--- config.mk ---
export PLATFORM = sky130hd
export DESIGN_NAME = car_lane_controller
export DESIGN_NICKNAME = d
export VERILOG_FILES = /design/src/rtl/car_lane_controller.sv
export SDC_FILE = /design/constraint.sdc
export NUM_CORES = 1
export LEC_CHECK = 0
export ABC_CLOCK_PERIOD_IN_PS = 4700
export CORE_ASPECT_RATIO = 0.75
export CORE_MARGIN = 2
export CORE_UTILIZATION = 49
export DETAILED_ROUTE_END_ITERATION = 10
export GPL_TIMING_DRIVEN = 0
export PLACE_DENSITY = 0.8
export SETUP_SLACK_MARGIN = 0.3
export SLEW_MARGIN = 20
export SYNTH_ARGS = -nofsm -noshare
export SYNTH_HDL_FRONTEND = slang
export SYNTH_SLANG_ARGS = --single-unit
--- constraint.sdc ---
create_clock -name i_Clk -period 4.7 [get_ports i_Clk]
set_input_delay 0.94 -clock i_Clk [delete_from_list [all_inputs] [get_ports i_Clk]]
set_output_delay 0.94 -clock i_Clk [all_outputs]
set_load 0.01 [all_outputs]
--- src/rtl/car_lane_controller.sv ---
// car_lane_controller
//   Four-lane car position generator for the sprite display stage. Cars step
//   once per frame during vertical blanking, at a rate set by lane and level.
//   Optional frog/car overlap flag: define COLLISION_DETECT_EN to build it;
//   without it o_Hit is tied low and the frog position ports are ignored.

module car_lane_controller #(
  parameter int unsigned H_VISIBLE_AREA = 640,
  parameter int unsigned V_VISIBLE_AREA = 480,
  parameter int unsigned TILE_SIZE      = 32,
  parameter int unsigned CAR_STEP       = 2,
  parameter int unsigned BASE_PERIOD    = 4,
  parameter int unsigned MAX_LEVEL      = 3,
  parameter logic [3:0]  REVERSE_INIT   = 4'b0101,
  parameter int unsigned LINE_1_Y       = 64,
  parameter int unsigned LINE_2_Y       = 128,
  parameter int unsigned LINE_3_Y       = 192,
  parameter int unsigned LINE_4_Y       = 256
) (
  input  logic       i_Clk,
  input  logic       i_Reset,
  input  logic [9:0] i_H_Counter,
  input  logic [9:0] i_V_Counter,
  input  logic       i_Level_Up,
  input  logic       i_Game_Restart,
  input  logic [9:0] i_X_Position,
  input  logic [8:0] i_Y_Position,
  output logic [9:0] o_Car_1X,
  output logic [9:0] o_Car_2X,
  output logic [9:0] o_Car_3X,
  output logic [9:0] o_Car_4X,
  output logic [3:0] o_Reverse,
  output logic [1:0] o_Level,
  output logic       o_Frame_Tick,
  output logic       o_Hit
);

  localparam int unsigned LANES = 4;
  // Counter must hold the longest lane period minus one (BASE_PERIOD + 2).
  localparam int unsigned CNT_W = $clog2(BASE_PERIOD + 4);

  logic             tick;
  logic             level_pending;
  logic [1:0]       level_next;
  logic [9:0]       car_x     [LANES];
  logic [9:0]       step_x    [LANES];
  logic [10:0]      right_sum [LANES];
  logic [10:0]      left_sum  [LANES];
  logic [CNT_W-1:0] frame_cnt [LANES];
  logic [CNT_W-1:0] period_m1 [LANES];
  logic [LANES-1:0] do_step;

  assign tick      = (i_H_Counter == 10'd0) && (i_V_Counter == 10'(V_VISIBLE_AREA));
  assign o_Reverse = REVERSE_INIT;
  assign o_Car_1X  = car_x[0];
  assign o_Car_2X  = car_x[1];
  assign o_Car_3X  = car_x[2];
  assign o_Car_4X  = car_x[3];

  // Saturating level increment applied on a tick when a level-up is pending.
  always_comb begin
    level_next = (o_Level == 2'(MAX_LEVEL)) ? o_Level : o_Level + 2'd1;
  end

  // Per-lane step decision and wrapped next position; period uses pre-update level.
  always_comb begin
    for (int unsigned n = 0; n < LANES; n++) begin
      period_m1[n] = CNT_W'(BASE_PERIOD - 1 + n) - CNT_W'(o_Level);
      do_step[n]   = (frame_cnt[n] >= period_m1[n]);
      right_sum[n] = {1'b0, car_x[n]} + 11'(CAR_STEP);
      left_sum[n]  = {1'b0, car_x[n]} + 11'(H_VISIBLE_AREA) - 11'(CAR_STEP);
      if (REVERSE_INIT[n]) begin
        step_x[n] = (right_sum[n] >= 11'(H_VISIBLE_AREA))
                  ? 10'(right_sum[n] - 11'(H_VISIBLE_AREA))
                  : right_sum[n][9:0];
      end else begin
        step_x[n] = (car_x[n] < 10'(CAR_STEP))
                  ? left_sum[n][9:0]
                  : car_x[n] - 10'(CAR_STEP);
      end
    end
  end

`ifdef COLLISION_DETECT_EN
  localparam logic [8:0] LINE_Y [LANES] = '{9'(LINE_1_Y), 9'(LINE_2_Y), 9'(LINE_3_Y), 9'(LINE_4_Y)};

  logic       hit_any;
  logic [9:0] dx [LANES];
  logic [8:0] dy [LANES];

  // Frog overlaps any car (pre-step positions, no wrap-around check).
  always_comb begin
    hit_any = 1'b0;
    for (int unsigned n = 0; n < LANES; n++) begin
      dx[n] = (i_X_Position >= car_x[n]) ? i_X_Position - car_x[n] : car_x[n] - i_X_Position;
      dy[n] = (i_Y_Position >= LINE_Y[n]) ? i_Y_Position - LINE_Y[n] : LINE_Y[n] - i_Y_Position;
      if ((dx[n] < 10'(TILE_SIZE)) && (dy[n] < 9'(TILE_SIZE))) hit_any = 1'b1;
    end
  end
`else
  logic unused_frog;
  assign unused_frog = ^{i_X_Position, i_Y_Position};
  assign o_Hit       = 1'b0;
`endif

  // Game state: positions, frame counters, level and pulse outputs, updated only on tick.
  always_ff @(posedge i_Clk or posedge i_Reset) begin
    if (i_Reset) begin
      for (int unsigned n = 0; n < LANES; n++) begin
        car_x[n]     <= 10'(n * H_VISIBLE_AREA / 4);
        frame_cnt[n] <= '0;
      end
      o_Level       <= '0;
      level_pending <= 1'b0;
      o_Frame_Tick  <= 1'b0;
`ifdef COLLISION_DETECT_EN
      o_Hit         <= 1'b0;
`endif
    end else if (i_Game_Restart) begin
      for (int unsigned n = 0; n < LANES; n++) begin
        car_x[n]     <= 10'(n * H_VISIBLE_AREA / 4);
        frame_cnt[n] <= '0;
      end
      o_Level       <= '0;
      level_pending <= 1'b0;
      o_Frame_Tick  <= 1'b0;
`ifdef COLLISION_DETECT_EN
      o_Hit         <= 1'b0;
`endif
    end else begin
      o_Frame_Tick <= tick;
`ifdef COLLISION_DETECT_EN
      o_Hit        <= tick && hit_any;
`endif
      if (tick) begin
        for (int unsigned n = 0; n < LANES; n++) begin
          if (do_step[n]) begin
            car_x[n]     <= step_x[n];
            frame_cnt[n] <= '0;
          end else begin
            frame_cnt[n] <= frame_cnt[n] + 1'b1;
          end
        end
        if (level_pending) o_Level <= level_next;
        // A pulse landing on the tick cycle itself is carried into the next frame.
        level_pending <= i_Level_Up;
      end else if (i_Level_Up) begin
        level_pending <= 1'b1;
      end
    end
  end

endmodule

* Yosys cells after proc, flatten, opt, wreduce, memory -nomap -nowiden
Cells that the tools add are included.
Word-level totals: register bits after elaboration 56, output and inout port bits 48, word-level logic and storage cells 79
Cells by class: $add $sub $neg 19, $lt $le $gt $ge 8, eq/ne operators 3, multiplexer cells 24, reductions and logical operators 14
Operator list (count):
- 10-bit two-way mux | 8
- 40-bit two-way mux | 2
- 10-bit by 2-bit subtractor with 10-bit output (second input constant) | 4
- 12-bit two-way mux | 2
- 10-bit by 2-bit adder with 11-bit output (second input constant) | 2
- 11-bit by 10-bit >= comparator with 1-bit output (second input constant) | 2
- 10-bit adder (second input constant) | 2
- 10-bit by 2-bit less-than comparator with 1-bit output (second input constant) | 2
- 10-bit subtractor (second input constant) | 2
- 3-bit by 1-bit adder with 3-bit output (second input constant) | 4
- 3-bit >= comparator | 4
- 3-bit two-way mux | 4
- 2-bit nonzero test | 6
- 10-bit by 9-bit == test with 1-bit output (second input constant) | 1
- 10-bit logical NOT | 1
- 3-bit by 2-bit subtractor with 3-bit output (first input constant) | 3
- 2-bit two-way mux | 4
- 2-bit AND reduction | 4
- 1-bit two-way mux | 4
- 3-bit AND reduction | 1
- 3-bit nonzero test | 1
- 2-bit by 2-bit subtractor with 3-bit output (first input constant) | 1
- 2-bit by 1-bit adder with 2-bit output (second input constant) | 1
- 2-bit == test (second input constant) | 1
- other kinds (2) | 2

* Depth between registers and ports, before layout
Gate-level depths: netlist (run 1).
depth in word-level cells 6, depth in mapped cells 12, depth with buffers taken out 12

* Worst setup path after synthesis (run 1)
Ideal clock, no wire load.
path type in2reg, start input i_V_Counter[0], end register car_x, in the netlist o_Car_1X[8], arrival 2.672 ns, required time 4.575 ns, setup slack 1.904 ns, stages on the path 5, path buffers 0, cell sequence or4_1 -> or2_4 -> nor3_2 -> a21boi_0 -> mux2_2
On the way: cells in the longest elaborated chain, start to end 4
Ends and longest elaborated chain:
- from (decl) | line 23 | input logic [9:0] i_V_Counter,
- 10-bit by 9-bit == test with 1-bit output | line 53 | assign tick = (i_H_Counter == 10'd0) && (i_V_Counter == 10'(V_VISIBLE_AREA));
- 1-bit logical AND | line 53
- 2-bit nonzero test (no line)
- 2-bit AND reduction (no line)
- to (signal, indexed assignment) | line 110 | car_x[n] <= 10'(n * H_VISIBLE_AREA / 4);
- to (signal, indexed assignment) | line 121 | car_x[n] <= 10'(n * H_VISIBLE_AREA / 4);
- to (signal, indexed assignment) | line 138 | car_x[n] <= step_x[n];
- to (decl) | line 45 | logic [9:0] car_x [LANES];
No other way between the ends. A chain may end at the register's enable or synchronous reset.

* Worst setup path in the final report (run 1)
start input i_V_Counter[0], end register car_x, in the netlist o_Car_1X[7]
Same word-level chain as after synthesis.

==> results of run 1 <==
[path summary, 6_finish.rpt]
kind,end
setup / recovery,o_Car_1X[7]$_DFFE_PP0P_
hold / removal,level_pending$_DFFE_PP0P_
setup reg to reg,o_Car_2X[5]$_DFFE_PP1P_
hold reg to reg,level_pending$_DFFE_PP0P_
max in group asynchronous,o_Car_2X[7]$_DFFE_PP1P_
min in group asynchronous,o_Car_4X[4]$_DFFE_PP0P_
[logic make-up (layout without fill, tap and decap cells)]
kind of cell	Yosys count	count (layout)	synth area share, %
flops	52	52	38.6
mux	4	4	1.25
buf+inv	47	118	6.56
fa+ha+maj	22	22	8.11
xor+xnor	17	17	4.38
simple gates	161	161	25.9
compound gates	78	78	15.0
other cells	2	9	0.221
[sequential cells by signal, indices dropped and copies added, names as in the netlist]
register	count
frame_cnt	12
level_pending	1
o_Car_1X	9
o_Car_2X	9
o_Car_3X	9
o_Car_4X	9
o_Frame_Tick	1
o_Level	2
[power breakdown]
group	switching [W]	internal, W	leakage, nW	total (W)
Clock	0.000149	0.000188	0.0645	0.000337
Combinational	0.0000421	0.0000387	1.09	0.0000808
Sequential	0.00000371	0.000451	0.696	0.000455
[synth_stat cells (3+ instances only)]
library cell / n / area [µm²]
ha_1: 22 / 275
nor2_1: 40 / 150
or3_1: 4 / 25.0
nor3_1: 16 / 80.1
nand3_1: 16 / 80.1
buf_4: 9 / 67.6
clkbuf_1: 7 / 26.3
and3_1: 4 / 25.0
buf_2: 4 / 20.0
nand3b_1: 3 / 22.5
nor4_1: 8 / 50.1
dfstp_2: 8 / 210
o21ai_0: 24 / 120
a211o_1: 3 / 26.3
nand2b_1: 7 / 43.8
a21o_1: 5 / 37.5
nand2_1: 29 / 109
xnor2_1: 8 / 70.1
o31ai_1: 3 / 22.5
a31oi_1: 4 / 25.0
inv_1: 24 / 90.1
and2_1: 4 / 25.0
dfrtp_1: 44 / 1100
a21oi_1: 17 / 85.1
nand4_1: 6 / 37.5
xor2_1: 9 / 78.8
[routing by layer]
layer / vias to the layer above / share of wire (%)
met2: 144 / 48
li1: 1498 / -
met1: 1506 / 45
met4: 0 / 1.0
met3: 10 / 6.4
met5: - / 0
[layout make-up]
cell class	instances	area (µm²)	share of cell area [%]
multi-input cells	291	1890	44.0
flip-flops and latches	52	1310	30.5
repair buffers	63	641	14.9
plain buffers	23	133	3.09
well taps	84	105	2.45
clock buffers	7	96.3	2.24
inverters	24	90.1	2.10
clock inverters	1	30.0	0.699
[per-stage QoR]
stage	hold WS [ns]	utilization [%]
4_1_cts	0.523	63.5
3_3_place_gp	0.485	61.3
2_1_floorplan	0.467	-
5_1_grt	0.555	63.5
6_report	0.518	63.5
3_5_place_dp	0.500	61.6
[worst reg2reg max path: stages (launching register included)]
cell	delay, ns
dfrtp_1	0.53
inv_1	0.14
ha_1	0.37
inv_1	0.06
ha_1	0.26
a21o_1	0.17
a211o_1	0.39
o21ai_0	0.30
nor3_1	0.10
or3b_2	0.45
==> results by group, run 1 <==
Run status
  • Status: finished, final reports clean

Synth
  • Post-synth cell types: 64
  • Synth async-reset ratio: 100%
  • Synth Warn #: 0
  • EDFF count, synth: 0
  • Cells after synthesis: 383
  • Synthesized area per cell: 8.87 µm²
  • Seq/Total Area, Yosys: 38.6%
  • Cell Area, Synth: 0.00340 mm²
  • Synth Register Bits: 52
  • Dominant synthesized flop cell: dfrtp_1

Critical path
  • WP buf/inv: 1
  • Crit path depth: 7
  • CP Capture Type: flop
  • Crit-path leading delay family: simple AND/OR/NAND/NOR gates
  • Crit-path cells: clkdlybuf4s50_1, or4_1, or2_4, nor3_2, o21ai_0, o21ai_0, a21oi_1
  • CP arrival: 3.32 ns
  • R2R setup slack: 1.86 ns
  • Crit-path max FO: 9
  • Crit path top cell by count: o21ai_0
  • Worst Setup Start Kind: input port
  • Slowest stage cell, crit path: or4_1
  • FF-to-FF path depth: 9
  • Slowest Stage Delay on Critical Path: 0.54 ns
  • Setup Crit Path Kind: input port to flop
  • RR Startpoint: o_Level[0]$_DFFE_PP0P_
  • Critical Path RT: 4.87 ns
  • CP startpoint: i_V_Counter[0]

CTS
  • Post-CTS setup buffer count: 0
  • Post-cts repair resize count: 0
  • # H-tree levels: 2
  • Clk sinks: 52
  • Clk root buf: clkbuf_8
  • CTS tree: yes
  • Hold_buf cts: 0
  • Clock buffer depth: 2
  • CTS buffer count: 5
  • Skew-Pair Late Insertion Delay: 0.30 ns
  • Clock transition at path regs: 0.09 ns

Min path
  • HP Start: level_pending$_DFFE_PP0P_
  • Hold Crit Class: flop to flop
  • Hold depth: 2

Run
  • Maxcap violations: 0

Floorplanning
  • # rows: 26
  • Core area: 0.00677 mm²
  • IO Count: 91
  • Die Ht: 76.1 µm
  • Initial core utilization: 50.2%
  • Area of the die: 0.00762 mm²
  • Die X: 100 µm

Layout
  • N_diodes: 0
  • Synthesis-to-finish area growth: 26.5%
  • Commonest cells after routing, fill and taps aside: clkdlybuf4s50_1, dfrtp_1, nor2_1, nand2_1, o21ai_0
  • Post-Layout Cell Count: 545
  • Share of cells above drive strength 1: 10.4%
  • Fin area: 0.00429 mm²
  • Post-layout nets: 525
  • Fill count: 587
  • Commonest non-fill, non-tap cell in the layout: clkdlybuf4s50_1

Routing
  • DR pass1 iterations: 5
  • First DRT Iteration DRCs: 283
  • Via/cell ratio: 5.79
  • Routed WL: 8440 µm
  • Vias: 3158
  • WL per Instance: 15.5 µm
  • DRC viols: 0
  • Routed Antenna Nets: 0

STA
  • Worst setup margin: 1.54 ns
  • Least-Margin Pin Slew: 0.765 ns
  • Clock skew: 0.00522 ns
  • Unrepaired setup endpoints after global routing: no
  • Pins Over Slew Limit: 0
  • Max Freq: 0.317 GHz
  • Slew HR: 48.6%
  • Final setup fails: 0
  • Min cycle time layout: 3.16 ns
  • Hold Vio Cnt, Final: 0
  • Setup Total Neg Slack: 0 ns
  • Period utilisation layout: 67.2%

Place
  • Post-placement cell area: 0.00417 mm²
  • Placed cells: 537
  • GPL Wtd Cong: 0.828
  • Pre-CTS setup slack: 1.28 ns
  • Number of I/O port buffers: 62
  • HPWL after DPL: 6350 µm

Power and ir drop
  • Total power: 0.000873 W
  • VDD IR max: 223 µV
  • PD cells: 203 mW/mm²
  • Leakage: 1.85 nW

Global routing
  • Initial antenna violation count: 0
  • Met3 usage: 3.39%
  • Gr usage total: 22.9%
  • Largest net degree at the start of global routing: 35
  • GRT overflow: 0
  • GRT met2 Usage: 39.2%
  • Global-route wire length before repair: 14300 µm
  • Number of global-route vias before repair: 3127
  • Grt peak-use layer: met2
  • GRT met1 Usage: 30.4%
(Power assumes the default switching activity.)
==> run 2, diff against run 1 <==
- ABC_CLOCK_PERIOD_IN_PS: 4700 -> 2550
- CORE_UTILIZATION: 49 -> 44
- PLACE_DENSITY: 0.8 -> 0.76
- clock period: 4.7 -> 2.55 ns (I/O delays scaled with it)
==> results by group, run 2 (synthesized netlist as in run 1, its figures left out) <==
Run status
  • Status: finished, final reports clean

Global routing
  • Number of global-route vias before repair: 3163 (+1.2%)
  • Initial antenna violation count: 0 (unchanged)
  • GRT overflow: 0 (unchanged)
  • Largest net degree at the start of global routing: 53 (+51%)
  • Global-route wire length before repair: 15300 µm (+6.9%)
  • Gr usage total: 22.8% (-0.083 points)

STA
  • Hold Vio Cnt, Final: 0 (unchanged)
  • Period utilisation layout: 93.4%
  • Clock skew: 0.00491 ns (-0.000309 ns)
  • Worst setup margin: 0.169 ns (-1.37 ns)
  • Max Freq: 0.420 GHz
  • Pins Over Slew Limit: 0 (unchanged)
  • Least-Margin Pin Slew: 0.658 ns (-0.107 ns)
  • Final setup fails: 0 (unchanged)
  • Unrepaired setup endpoints after global routing: yes
  • Slew HR: 56.2% (+7.5 points)
  • Min cycle time layout: 2.38 ns

Critical path
  • Reg2Reg Capture Point: o_Car_3X[8]$_DFFE_PP1P_
  • R2R setup slack: 0.17 ns (-1.69 ns)
  • Crit-path max FO: 4 (-5)
  • FF-to-FF path depth: 12 (+3)
  • CP startpoint: o_Car_3X[1]$_DFFE_PP0P_
  • Worst Setup EP: o_Car_3X[8]$_DFFE_PP1P_
  • Critical Path RT: 2.80 ns (-2.07 ns)
  • CP Capture Type: flop
  • Setup Crit Path Kind: flop to flop
  • Worst Setup Start Kind: flop
  • RR Startpoint: o_Car_3X[1]$_DFFE_PP0P_
  • CP arrival: 2.63 ns (-0.69 ns)

Place
  • HPWL after DPL: 6160 µm (-2.9%)
  • Placed cells: 553 (+3.0%)
  • Pre-CTS setup slack: -0.362 ns (-1.65 ns)
  • GPL Wtd Cong: 0.892 (+7.7%)
  • Number of I/O port buffers: 62 (unchanged)

Floorplanning
  • Core area: 0.00740 mm² (+9.3%)
  • IO Count: 91 (unchanged)
  • Area of the die: 0.00844 mm² (+11%)
  • Die X: 105 µm (+5.3%)
  • # rows: 27 (+3.8%)
  • Die Ht: 80.1 µm (+5.2%)
  • Initial core utilization: 45.9% (-4.3 points)

Power and ir drop
  • Leakage: 2.21 nW (+20%)
  • VDD IR max: 232 µV (+4.0%)
  • PD cells: 311 mW/mm² (+53%)
  • Total power: 0.00152 W (+74%)

CTS
  • CTS tree: yes
  • Clk sinks: 52 (unchanged)
  • Skew-Pair Late Insertion Delay: 0.32 ns (+0.02 ns)
  • Clock buffer depth: 2 (unchanged)
  • Hold_buf cts: 0 (unchanged)
  • Clk root buf: clkbuf_8
  • CTS buffer count: 5 (unchanged)
  • # H-tree levels: 2 (unchanged)
  • Clock transition at path regs: 0.10 ns (about the same)

Routing
  • Routed WL: 9860 µm (+17%)
  • First DRT Iteration DRCs: 363 (+28%)
  • Vias: 3414 (+8.1%)
  • WL per Instance: 16.6 µm (+7.2%)
  • DR pass1 iterations: 6 (+1)
  • DRC viols: 0 (unchanged)
  • Via/cell ratio: 5.75 (-0.81%)
  • Routed Antenna Nets: 0 (unchanged)

Layout
  • FF+latch area: 0.00132 mm² (+0.38%)
  • Fill count: 559 (-4.8%)
  • Area of the multi-input gates: 0.00218 mm² (+16%)
  • Synthesis-to-finish area growth: 44.4%
  • Commonest non-fill, non-tap cell in the layout: clkdlybuf4s50_1
  • Max reg flops: 12 (unchanged)
  • Commonest cells after routing, fill and taps aside: clkdlybuf4s50_1, dfrtp_1, nor2_1, buf_4, nand2_1
  • Share of cells above drive strength 1: 25.4% (+15 points)
  • Post-layout nets: 557 (+6.1%)
  • Largest Register: frame_cnt
  • Post-Layout Cell Count: 594 (+9.0%)
  • N_diodes: 0 (unchanged)

Run
  • Maxcap violations: 0 (unchanged)

Min path
  • Hold Crit Class: flop to flop
==> run 2: report_power, final <==
| group | total (W) | internal (W) | switching, W |
|---|---|---|---|
| sequential | 0.000839 | 0.000831 | 0.00000739 |
| combinational | 0.000172 | 0.0000771 | 0.0000949 |
| clock | 0.000512 | 0.000223 | 0.000290 |
==> run 2: through the flow <==
stage	area, µm²	hold slack, ns	utilization (%)	TNS [ns]
after floorplan	3520	0.467	-	0
after global placement	4270	0.487	57.7	-22.57
after detailed placement	4270	0.509	57.7	-11.34
after CTS	4660	0.530	63.0	0
after global routing	4900	0.558	66.3	0
final	4900	0.528	66.3	0
==> run 2: worst max-delay path: stages (launching register included) <==
cell and delay [ns]:
dfrtp_2 0.45, ha_4 0.18, and2_4 0.16, and4_4 0.16, nand2b_4 0.14, and2_4 0.14
ha_4 0.15, nor2_1 0.08, a22oi_1 0.07, o32a_1 0.38, o41ai_2 0.10, nand2b_1 0.09
a32oi_1 0.21
==> run 2: what timing repair did <==
item                                    4_1_cts  5_1_grt
endpoints found under the setup margin       48       33
buffers inserted                             21       11
pin swaps                                    21       24
gates cloned                                  1        0
gates resized for setup                      44       47
==> run 2: routing by layer <==
metal	global-route usage, %	up-vias	share of wire (%)
li1	-	1573	-
met1	30.0	1638	42
met2	36.8	168	47
met3	4.79	35	7.8
met4	9.20	0	2.9
met5	0	-	0
==> run 2: worst min-delay path by stage <==
stage                                    startpoint                        end  cells past startpoint
final                     level_pending$_DFFE_PP0P_  level_pending$_DFFE_PP0P_                      2
after global routing      level_pending$_DFFE_PP0P_  level_pending$_DFFE_PP0P_                      2
after CTS                 level_pending$_DFFE_PP0P_  level_pending$_DFFE_PP0P_                      2
after detailed placement  level_pending$_DFFE_PP0P_  level_pending$_DFFE_PP0P_                      2
after global placement     frame_cnt[3]$_DFFE_PP0N_   frame_cnt[3]$_DFFE_PP0N_                      2
after floorplan            frame_cnt[3]$_DFFE_PP0N_   frame_cnt[3]$_DFFE_PP0N_                      2
==> run 2: cell type report <==
type | count | share of cell area (%)
multi-input combinational | 291 | 44.5
sequential | 52 | 26.9
timing repair buffer | 95 | 18.9
buffer | 23 | 3.37
tap | 101 | 2.58
inverter | 24 | 1.99
clock buffer | 8 | 1.84
==> run 3, diff against run 2 <==
- SETUP_SLACK_MARGIN: 0.3 -> 0.4
- TNS_END_PERCENT: unset -> 100
==> results by group, run 3 (synthesized netlist as in run 1, its figures left out) <==
Run status
  • Status: finished, final reports clean

Layout
  • Commonest cells after routing, fill and taps aside: clkdlybuf4s50_1, buf_4, dfrtp_1, nor2_1, nand2_1
  • Max reg flops: 12 (unchanged)
  • Commonest non-fill, non-tap cell in the layout: clkdlybuf4s50_1
  • Share of cells above drive strength 1: 31.9% (+6.5 points)
  • Largest Register: frame_cnt
  • Post-layout nets: 566 (+1.6%)
  • Synthesis-to-finish area growth: 50.9%
  • N_diodes: 0 (unchanged)

Critical path
  • CP arrival: 2.68 ns (+0.05 ns)
  • Worst Setup Start Kind: flop
  • Setup Crit Path Kind: flop to flop
  • Critical Path RT: 2.78 ns (-0.02 ns)
  • CP Capture Type: flop
  • Crit-path max FO: 4 (unchanged)

Routing
  • Vias: 3373 (-1.2%)
  • First DRT Iteration DRCs: 206 (-43%)
  • Routed Antenna Nets: 0 (unchanged)
  • Via/cell ratio: 5.59 (-2.7%)
  • DR pass1 iterations: 4 (-2)
  • WL per Instance: 16.1 µm (-3.2%)
  • Routed WL: 9680 µm (-1.8%)
  • DRC viols: 0 (unchanged)

CTS
  • CTS buffer count: 5 (unchanged)
  • Clk root buf: clkbuf_8
  • CTS tree: yes
  • Clk sinks: 52 (unchanged)
  • # H-tree levels: 2 (unchanged)
  • Clock transition at path regs: 0.10 ns (about the same)
  • Clock buffer depth: 2 (unchanged)
  • Skew-Pair Late Insertion Delay: 0.32 ns (about the same)
  • Hold_buf cts: 0 (unchanged)

Power and ir drop
  • Sw frac: 26.7% (+0.98 points)
  • Gate power share: 12.2% (+0.9 points)
  • Clock share of power: 32.2% (-1.4 points)
  • Leakage: 2.30 nW (+4.0%)
  • Total power: 0.00151 W (-0.65%)
  • Sequential power share: 55.6% (+0.5 points)
  • Internal power: 0.00111 W (-2.0%)
  • Net Sw Power: 0.000404 W (+3.2%)
  • PD cells: 295 mW/mm² (-5.0%)
  • VDD IR max: 202 µV (-13%)

Global routing
  • Initial antenna violation count: 0 (unchanged)
  • Number of global-route vias before repair: 3128 (-1.1%)
  • Largest net degree at the start of global routing: 29 (-45%)
  • GRT overflow: 0 (unchanged)
  • Global-route wire length before repair: 14900 µm (-2.2%)
  • Gr usage total: 21.9% (-0.89 points)

STA
  • Hold Vio Cnt, Final: 0 (unchanged)
  • Pins Over Slew Limit: 0 (unchanged)
  • Hold slack: 0.544 ns (+0.0158 ns)
  • Period utilisation layout: 96.1% (+2.8 points)
  • Least-Margin Pin Slew: 0.660 ns (+0.00181 ns)
  • Slew HR: 56.0% (-0.12 points)
  • Unrepaired setup endpoints after global routing: yes
  • Final setup fails: 0 (unchanged)
  • Clock skew: 0.0135 ns (+0.00856 ns)
  • Max Freq: 0.408 GHz (-2.9%)
  • Min cycle time layout: 2.45 ns (+0.0706 ns)

Place
  • Number of I/O port buffers: 62 (unchanged)
  • GPL Wtd Cong: 0.883 (-0.94%)
  • HPWL after DPL: 5960 µm (-3.3%)

Min path
  • Hold Crit Class: flop to flop

Floorplanning
  • # rows: 27 (unchanged)
  • Die X: 105 µm (unchanged)
  • Core area: 0.00740 mm² (unchanged)
  • Area of the die: 0.00844 mm² (unchanged)
  • IO Count: 91 (unchanged)
  • Initial core utilization: 45.9% (unchanged)
  • Die Ht: 80.1 µm (unchanged)

Run
  • Maxcap violations: 0 (unchanged)
-- run 3: stage by stage --
stage          util (%)  instances  instance area [µm²]  worst slack [ns]  setup TNS (ns)
2_1_floorplan         -        390                 3550             0.269               0
3_3_place_gp       58.1        553                 4300            -0.405          -19.82
3_5_place_dp       58.4        554                 4320            -0.383          -10.32
4_1_cts            65.0        591                 4810             0.177               0
5_1_grt            69.3        603                 5120          -0.00903        -0.00903
6_report           69.3        603                 5120            0.0989               0
-- run 3: worst paths after layout --
path / slack, ns / start / cells after the start / to
setup / recovery: 0.1 / o_Car_3X[2]$_DFFE_PP0P_ / 12 / o_Car_3X[8]$_DFFE_PP1P_
hold / removal: 0.54 / level_pending$_DFFE_PP0P_ / 2 / level_pending$_DFFE_PP0P_
setup reg to reg: 0.1 / o_Car_3X[2]$_DFFE_PP0P_ / 12 / o_Car_3X[8]$_DFFE_PP1P_
hold reg to reg: 0.54 / level_pending$_DFFE_PP0P_ / 2 / level_pending$_DFFE_PP0P_
max in group asynchronous: 1.30 / i_Reset / 3 / o_Car_3X[8]$_DFFE_PP1P_
min in group asynchronous: 0.60 / i_Reset / 2 / o_Car_2X[4]$_DFFE_PP0P_
-- run 3: final cells by class --
type | instances | area (µm²)
plain buffers | 23 | 185
clock buffers | 5 | 68.8
clock inverters | 3 | 18.8
fillers | 518 | 2270
inverters | 24 | 95.1
multi-input cells | 291 | 2320
flip-flops and latches | 52 | 1320
well taps | 101 | 126
repair buffers | 104 | 993
-- run 3: routing by layer --
metal  up-vias  global-route usage [%]  part of all wire [%]
li1       1590                       -                     -
met1      1636                    29.4                    44
met2       131                    35.9                    48
met3        16                    4.46                   6.4
met4         0                    6.67                   1.5
met5         -                       0                     0
-- run 3: power by group through the flow --
stage                     Clock (W)  Sequential (W)  Combinational, W
after detailed placement          0        0.000854          0.000155
after global placement            0        0.000853          0.000148
after floorplan                   0        0.000854         0.0000800
after CTS                  0.000491        0.000838          0.000163
after global routing       0.000526        0.000842          0.000200
final                      0.000488        0.000841          0.000184
-- run 3: critical path, cell delays in order, from the launching register on --
cell,delay [ns]
dfrtp_2,0.45
ha_4,0.18
and2_4,0.17
and4_4,0.16
nand2b_4,0.14
and2_4,0.14
ha_4,0.16
nor2_4,0.07
a22oi_2,0.05
o32a_1,0.43
o41ai_4,0.09
nand2b_1,0.11
a32oi_1,0.22
-- run 3: timing repair --
item | 4_1_cts | 5_1_grt
endpoints found under the hold margin | 0 | 0
resized for setup | 60 | 69
setup buffers | 27 | 12
gates cloned | 2 | 0
endpoints found under the setup margin | 48 | 47
pin swaps | 26 | 29
